<file path="src/rtl/pc_unit_pkg.sv">
// Shared constants, state encoding and helpers for the program-counter stage.
package pc_unit_pkg;

  localparam int unsigned XLEN  = 32;
  localparam int unsigned CNT_W = 4;

  localparam logic [XLEN-1:0] ZERO_WORD        = 32'h0000_0000;
  localparam logic [XLEN-1:0] DEFAULT_RESET_PC = 32'h0000_0000;

  typedef enum logic [1:0] {
    PC_S_WAIT = 2'd0,
    PC_S_INIT = 2'd1,
    PC_S_RUN  = 2'd2,
    PC_S_HALT = 2'd3
  } pc_state_e;

  // Instruction addresses are word aligned; low two bits of any target are dropped.
  function automatic logic [XLEN-1:0] align_word(input logic [XLEN-1:0] addr);
    return {addr[XLEN-1:2], 2'b00};
  endfunction

endpackage

</file>
<file path="src/rtl/pc_unit_next_sel.sv">
// Combinational next-PC selection: jr > jump > branch > pc+4, with target alignment.
module pc_next_sel
  import pc_unit_pkg::*;
(
  input  logic [31:0] pc,
  input  logic        branch_taken,
  input  logic [31:0] branch_target,
  input  logic        jump,
  input  logic [31:0] jump_target,
  input  logic        jr,
  input  logic [31:0] jr_target,
  output logic [31:0] next_pc,
  output logic [31:0] pc_plus4
);

  // Wraps modulo 2^32 by construction.
  assign pc_plus4 = pc + 32'd4;

  always_comb begin
    next_pc = ZERO_WORD;
    if (jr) begin
      next_pc = align_word(jr_target);
    end else if (jump) begin
      next_pc = align_word(jump_target);
    end else if (branch_taken) begin
      next_pc = align_word(branch_target);
    end else begin
      next_pc = pc_plus4;
    end
  end

endmodule

</file>
<file path="src/rtl/pc_unit.sv">
// Program-counter stage: start-up sequencing after program upload, PC register, halt/stall.
// Optional PC bounds check enabled by defining PC_BOUNDS_CHECK_EN.
module pc_unit
  import pc_unit_pkg::*;
#(
  parameter logic [31:0] RESET_PC      = DEFAULT_RESET_PC,
  parameter int unsigned INIT_CYCLES   = 2,
  parameter int unsigned ROM_ADDR_BITS = 16
) (
  input  logic        clk,
  input  logic        rst,
  input  logic        upg_rst_i,
  input  logic        upg_done_i,
  input  logic        stall,
  input  logic        branch_taken,
  input  logic [31:0] branch_target,
  input  logic        jump,
  input  logic [31:0] jump_target,
  input  logic        jr,
  input  logic [31:0] jr_target,
  input  logic        halt_req,
  output logic [31:0] pc,
  output logic [31:0] pc_plus4,
  output logic        inited,
  output logic        halted,
  output logic        fault
);

`ifdef PC_BOUNDS_CHECK_EN
  localparam bit BOUNDS_EN = 1'b1;
`else
  localparam bit BOUNDS_EN = 1'b0;
`endif

  localparam logic [CNT_W-1:0] INIT_LAST = CNT_W'(INIT_CYCLES - 1);

  pc_state_e        state;
  logic [CNT_W-1:0] count;
  logic [31:0]      next_pc;
  logic             kickoff;
  logic             out_of_range;
  logic             fault_q;

  // Same CPU-mode qualifier that fetch uses; low means an upload is in progress.
  assign kickoff      = upg_rst_i | upg_done_i;
  assign out_of_range = |(next_pc >> ROM_ADDR_BITS);
  assign fault        = fault_q;

  pc_next_sel u_next_sel (
    .pc            (pc),
    .branch_taken  (branch_taken),
    .branch_target (branch_target),
    .jump          (jump),
    .jump_target   (jump_target),
    .jr            (jr),
    .jr_target     (jr_target),
    .next_pc       (next_pc),
    .pc_plus4      (pc_plus4)
  );

  always_ff @(posedge clk or posedge rst) begin
    if (rst) begin
      state   <= PC_S_WAIT;
      pc      <= RESET_PC;
      count   <= '0;
      inited  <= 1'b0;
      halted  <= 1'b0;
      fault_q <= 1'b0;
    end else if (!kickoff) begin
      // A new upload restarts the stage regardless of any other input.
      state   <= PC_S_WAIT;
      pc      <= RESET_PC;
      count   <= '0;
      inited  <= 1'b0;
      halted  <= 1'b0;
      fault_q <= 1'b0;
    end else begin
      unique case (state)
        PC_S_WAIT: begin
          state <= PC_S_INIT;
          count <= '0;
        end
        PC_S_INIT: begin
          pc    <= RESET_PC;
          count <= count + CNT_W'(1);
          if (count == INIT_LAST) begin
            state  <= PC_S_RUN;
            inited <= 1'b1;
          end
        end
        PC_S_RUN: begin
          if (halt_req) begin
            state  <= PC_S_HALT;
            halted <= 1'b1;
          end else if (stall) begin
            pc <= pc;
          end else if (BOUNDS_EN && out_of_range) begin
            state   <= PC_S_HALT;
            halted  <= 1'b1;
            fault_q <= 1'b1;
          end else begin
            pc <= next_pc;
          end
        end
        PC_S_HALT: begin
          pc <= pc;
        end
        default: begin
          state <= PC_S_WAIT;
        end
      endcase
    end
  end

endmodule

</file>
<file path="config.mk">
export PLATFORM = sky130hd
export DESIGN_NAME = pc_unit
export DESIGN_NICKNAME = d
export VERILOG_FILES = /design/src/rtl/pc_unit_pkg.sv /design/src/rtl/pc_unit_next_sel.sv /design/src/rtl/pc_unit.sv
export SDC_FILE = /design/constraint.sdc
export NUM_CORES = 1
export LEC_CHECK = 0
export CAP_MARGIN = 20
export CORE_MARGIN = 2
export CORE_UTILIZATION = 41
export DETAILED_ROUTE_END_ITERATION = 16
export GPL_TIMING_DRIVEN = 0
export PLACE_DENSITY = 0.86
export SKIP_LAST_GASP = 1
export SLEW_MARGIN = 40
export SYNTH_ARGS = -nofsm -noshare
export SYNTH_HDL_FRONTEND = slang
export SYNTH_HIERARCHICAL = 1
export SYNTH_SLANG_ARGS = --single-unit
</file>
<file path="constraint.sdc">
create_clock -name clk -period 2.4 [get_ports clk]
set_clock_uncertainty 0.15 [all_clocks]
set_input_delay 0.36 -clock clk [delete_from_list [all_inputs] [get_ports clk]]
set_output_delay 0.36 -clock clk [all_outputs]
set_load 0.01 [all_outputs]
</file>
==> results of run 1 <==
-- worst max-delay path, cell delays in order (launching register included) --
cell	delay, ns
dfrtp_2	0.44
ha_4	0.18
and4_4	0.27
buf_12	0.13
nand2_8	0.07
o31a_2	0.34
or2_1	0.22
buf_2	0.14
-- registers in the layout (all words and copies together), names as in the netlist --
signal,flops
count,4
halted,1
inited,1
pc,32
state,2
-- power groups by stage --
stage	clock network [mW]	registers (mW)	logic [mW]
finish	0.636	0.796	1.07
global route	0.662	0.807	1.15
floorplan	0	0.813	0.557
CTS	0.617	0.794	1.03
detailed placement	0	0.812	1.00
global placement	0	0.808	0.967
-- how the worst max path moves through the flow --
stage / startpoint / slack (ns) / cells past startpoint / endpoint
floorplan: pc[11] / 0.15 / 5 / pc_plus4[24]
global placement: pc[2] / -0.46 / 5 / pc_plus4[27]
detailed placement: pc[2] / -0.46 / 6 / pc_plus4[26]
CTS: pc[18] / -0.17 / 7 / pc_plus4[24]
global route: pc[20] / -0.26 / 5 / pc_plus4[24]
finish: pc[3] / -0.21 / 7 / pc_plus4[24]
-- per-stage QoR --
step / TNS (ns) / util [%]
detailed placement: -7.36 / 63.3
global route: -3.14 / 74.3
global placement: -7.11 / 63.3
floorplan: 0 / -
CTS: -1.02 / 72.1
finish: -2.43 / 74.3
-- per-layer routing --
metal	vias up	track usage [%]	wire, microns
met5	-	0	0
met4	0	19.2	986
met3	113	7.67	1940
met2	436	57.3	7760
met1	2261	39.5	5700
li1	2040	-	-
-- cells by family (layout without fill, tap and decap cells) --
kind of cell	Yosys count	in the layout	share of synthesized area, %
muxes	9	9	2.63
and+or+nand+nor	150	151	25.5
buffers and inverters	83	305	9.96
adders and majority gates	7	7	2.55
xor gates and xnor gates	19	19	4.85
DFF	40	40	29.2
AOI/OAI and AO/OA	127	127	25.2
other	1	1	0.109
-- synth_stat cells (12+ instances only) --
| cell type | count | share of area (%) |
|---|---|---|
| inv_1 | 48 | 5.3 |
| dfrtp_1 | 40 | 29 |
| o21ai_0 | 40 | 5.8 |
| nand4_1 | 36 | 6.6 |
| nor2_1 | 25 | 2.7 |
| clkbuf_1 | 21 | 2.3 |
| nand2_1 | 19 | 2.1 |
| a22oi_1 | 12 | 2.6 |
| nand3_1 | 12 | 1.8 |
-- cell type report --
cell class | count | share of cell area (%)
buffer | 33 | 2.43
clock buffer | 7 | 1.59
clock inverter | 1 | 0.494
inverter | 49 | 3.07
multi-input combinational | 314 | 40.6
sequential | 40 | 16.9
tap | 105 | 2.16
timing repair buffer | 215 | 32.7
-- what timing repair did --
item / in CTS / in global routing
endpoints found under the setup margin: 26 / 29
gates cloned: 1 / 0
resized for setup: 149 / 41
buffers inserted: 47 / 7
pin swaps: 33 / 28
==> out/results.ini, run 1 <==
[timing]
hold_slack_ns = 0.299
timing.slew.headroom_pct = 37.2
finalCriticalPeriod_ns = 2.61
setup_violations = 16
final_max_slew_viol_count = 0
period_share_pct = 109
fin_ws_ns = -0.214
tightest_slew_ns = 0.939
hold_viol = 0
fmax_mhz = 383
rsz0062_at_grt = yes

[setup_path]
critPathMaxFanout = 5
endpoint_kind = primary output
worst-setup-path-type = flip-flop to primary output
timing.rr.end = pc[22]
r2r_cells = 10
required_ns = 1.89
cp_data_arrival_time_ns = 2.10
regToRegSetupSlack_ns = -0.02
start_kind = flip-flop
r2r-start = pc[3]

[yosys]
seq_area_frac_synth_pct = 29.2
yosysUniqueCellTypes = 60
syn_area_sq_mm = 0.00343
synthCells = 436
synth_edf_count = 0
async_reset_ff_share_pct = 100
yosysWarnings = 6
synth-seq-cells = 40
avgSynthCellArea_sq_um = 7.86
synth_ff_type = dfrtp_1
synth_nets = 548

[floorplan]
coreArea_sq_mm = 0.00818
rows = 33
ios = 172
die_height_microns = 95.4
start_util_pct = 41.9
die_w_microns = 95.4
die-area_sq_mm = 0.00911

[drt]
drc = 0
ant_nets = 0
vias = 4850
drt-total-wl_microns = 16400
viasPerCell = 6.35
wl_per_cell_microns = 21.5
first_pass_iters = 8
drt_iter0_markers = 537

[clocking]
clockBufferDepth = 2
cts_hold_buf = 0
cts_num_sinks = 40
insertion_delay_ns = 0.31
htreeDepth = 2
cts_tree = yes
path_clk_slew_ns = 0.08
cts-root-buf = clkbuf_8
cts-buffers-inserted = 5

[place]
place_congestion = 0.909
place_inst = 702
pre_cts_slack_ns = -0.455
placed_cell_area_sq_mm = 0.00517
io_buffers = 161
dp_hpwl_microns = 9910

[layout]
postLayoutCellArea_sq_mm = 0.00607
num-fill-cells = 531
area_growth_pct = 77.2
final_common_cell = clkdlybuf4s50_1
layout_common_cells = 135 x clkdlybuf4s50_1, 53 x buf_4, 47 x inv_1
fin_nets = 770
drive_above_1_share_pct = 27.0
layout.cells.non_filler = 764
multi_input_area_sq_mm = 0.00247
antenna_cells = 0
seq_area_sq_mm = 0.00103

[power]
peakVddDrop_mv = 0.342
power_density_mw_per_mm2 = 412
leakagePower_nw = 2.61
clkPwrFrac_pct = 25.4
p_seq_share_pct = 31.8
finalPower_mw = 2.50
p_int_mw = 1.59
swShare_pct = 36.4
p_switching_uw = 911
pwr-share-comb_pct = 42.7

[grt]
grt_start_max_net_pins = 41
antenna_found_initial = 0
grt_pass1_vias = 4766
grt_pass1_wl_microns = 23700
groute.usage.overall_pct = 33.9
overflow = 0

[outcome]
violations = setup timing
status = complete, but fails checks

[job]
cap_violations = 0

[hold_path]
hold_class = input pin to async pin

Power figures use the tool's default switching activity.
==> run 2, diff against run 1 <==
CTS_CLUSTER_SIZE = 12   (was not set)
GPL_ROUTABILITY_DRIVEN = 1   (was not set)
PLACE_DENSITY = not set   (was 0.86)
PLACE_DENSITY_LB_ADDON = 0.12   (was not set)
==> run 2 against run 1 <==
Net effect:
- the flow still finishes with violations (setup timing)
- first-iteration DRC count down 11%
- routed wire length down 7.5%
- critical path type unchanged
- maximum frequency down 1.8%
- cell count up 0.65%
- via count down 3.9%
- largest cell class unchanged
- combinational power about the same
==> out/results.ini, run 2 (synthesis gave the netlist of run 1 again) <==
[outcome]
status = complete, but fails checks
violations = setup timing

[drt]
routed-wl-met2_microns = 7570
first_pass_iters = 5
wl_per_cell_microns = 19.7
met1_length_microns = 5510
ant_nets = 0
drc = 0
maxUsedRoutingLayer = met4
viasPerCell = 6.06
wl_met3_microns = 1540
drt-total-wl_microns = 15200
drt_iter0_markers = 480
vias = 4662

[grt]
grt_start_max_net_pins = 41
grt_pass1_vias = 4271
grt_pass1_wl_microns = 21600
antenna_found_initial = 0
overflow = 0
groute.usage.overall_pct = 30.9

[layout]
regMostFlops = pc
multi_input_area_sq_mm = 0.00245
antenna_cells = 0
seq_area_sq_mm = 0.00103
final_util_pct = 74.2
area_growth_pct = 76.8
largest_reg_flops = 32
drive_above_1_share_pct = 28.0
fin_nets = 775
layout.cells.non_filler = 769
final_common_cell = clkdlybuf4s50_1
reg_top3 = pc x32, count x4, state x2
layout_common_cells = 134 x clkdlybuf4s50_1, 60 x buf_4, 47 x inv_1
num-fill-cells = 621

[setup_path]
cp_common_cell = buf_6
path_delay_family = simple AND/OR/NAND/NOR gates
timing.rr.end = pc[26]
critPathBufInv = 2
crit_chain = buf_6 > ha_4 > and4_4 > nand4_1 > o31a_1 > or2_4 > buf_6
cp_data_arrival_time_ns = 2.15
worst-setup-path-type = flip-flop to primary output
r2r-start = pc[2]
cp_slowest_cell = dfrtp_2
required_ns = 1.89
start_kind = flip-flop
cpPeakStageDelay_ns = 0.41
endpoint_kind = primary output
critPathMaxFanout = 3
regToRegSetupSlack_ns = -0.17
r2r_cells = 12

[timing]
fmax_mhz = 376
hold_viol = 0
setup_violations = 19
tightest_slew_ns = 0.852
timing.slew.headroom_pct = 43.0
finalCriticalPeriod_ns = 2.66
period_share_pct = 111
final_max_slew_viol_count = 0
fin_ws_ns = -0.263
rsz0062_at_grt = yes
hold_slack_ns = 0.299

[clocking]
cts-root-buf = clkbuf_8
cts-buffers-inserted = 5
insertion_delay_ns = 0.30
path_clk_slew_ns = 0.09
cts_hold_buf = 0
htreeDepth = 2
cts_tree = yes
cts_num_sinks = 40
clockBufferDepth = 2

[floorplan]
die-area_sq_mm = 0.00911
die_w_microns = 95.4
start_util_pct = 41.9
coreArea_sq_mm = 0.00818
rows = 33
die_height_microns = 95.4
ios = 172

[place]
dp_hpwl_microns = 9880
io_buffers = 161
pre_cts_slack_ns = -0.521
place_congestion = 0.913
place_inst = 702

[power]
peakVddDrop_mv = 0.346
leakagePower_nw = 2.65
finalPower_mw = 2.44
power_density_mw_per_mm2 = 403

[job]
cap_violations = 0

[hold_path]
hold_class = input pin to async pin

## run 2: cell count changes in the layout (fill, tap and decap cells not counted), sizes merged
cell and change:
clkdlybuf4s50 -1, buf +7, dlymetal6s2s +1, clkdlybuf4s15 -1
clkinv +1, nand2 -1, clkbuf -1
## run 2: cell type report
cell class / instances / area share, %
Clock buffer: 6 / 1.20
Sequential cell: 40 / 17.0
Tap cell: 105 / 2.17
Clock inverter: 2 / 0.578
Timing Repair Buffer: 221 / 33.2
Inverter: 49 / 3.08
Multi-Input combinational cell: 313 / 40.4
Buffer: 33 / 2.41
## run 2: metrics by stage
stage	TNS, ns	instance area (sq um)
floorplan	0	3430
global placement	-7.39	5170
detailed placement	-7.85	5170
CTS	-1.52	5740
global route	-3.66	6060
finish	-2.17	6060
## run 2: per-layer routing
layer / vias to the layer above / global-route usage [%]
met5: - / 0
li1: 2054 / -
met3: 65 / 7.04
met4: 0 / 13.0
met2: 339 / 53.8
met1: 2204 / 36.4
## run 2: report_power, final
| part | total [mW] | internal (mW) | switching, mW |
|---|---|---|---|
| registers | 0.800 | 0.737 | 0.0630 |
| logic | 1.06 | 0.489 | 0.571 |
| clock network | 0.582 | 0.310 | 0.273 |
| total | 2.44 | 1.54 | 0.907 |
## run 2: timing repair
action	4_1_cts	5_1_grt
setup endpoints to repair	31	27
buffers inserted	32	29
pin swaps	22	26
resized for setup	138	52
## run 2: how the worst max path moves through the flow
stage                      start      endpoint  depth (start not counted)
after CTS                  pc[2]  pc_plus4[19]                          6
after global routing       pc[3]  pc_plus4[26]                          8
after floorplan           pc[11]  pc_plus4[24]                          5
after global placement     pc[4]  pc_plus4[27]                          5
after detailed placement   pc[2]  pc_plus4[27]                          5
final                      pc[2]  pc_plus4[30]                          7
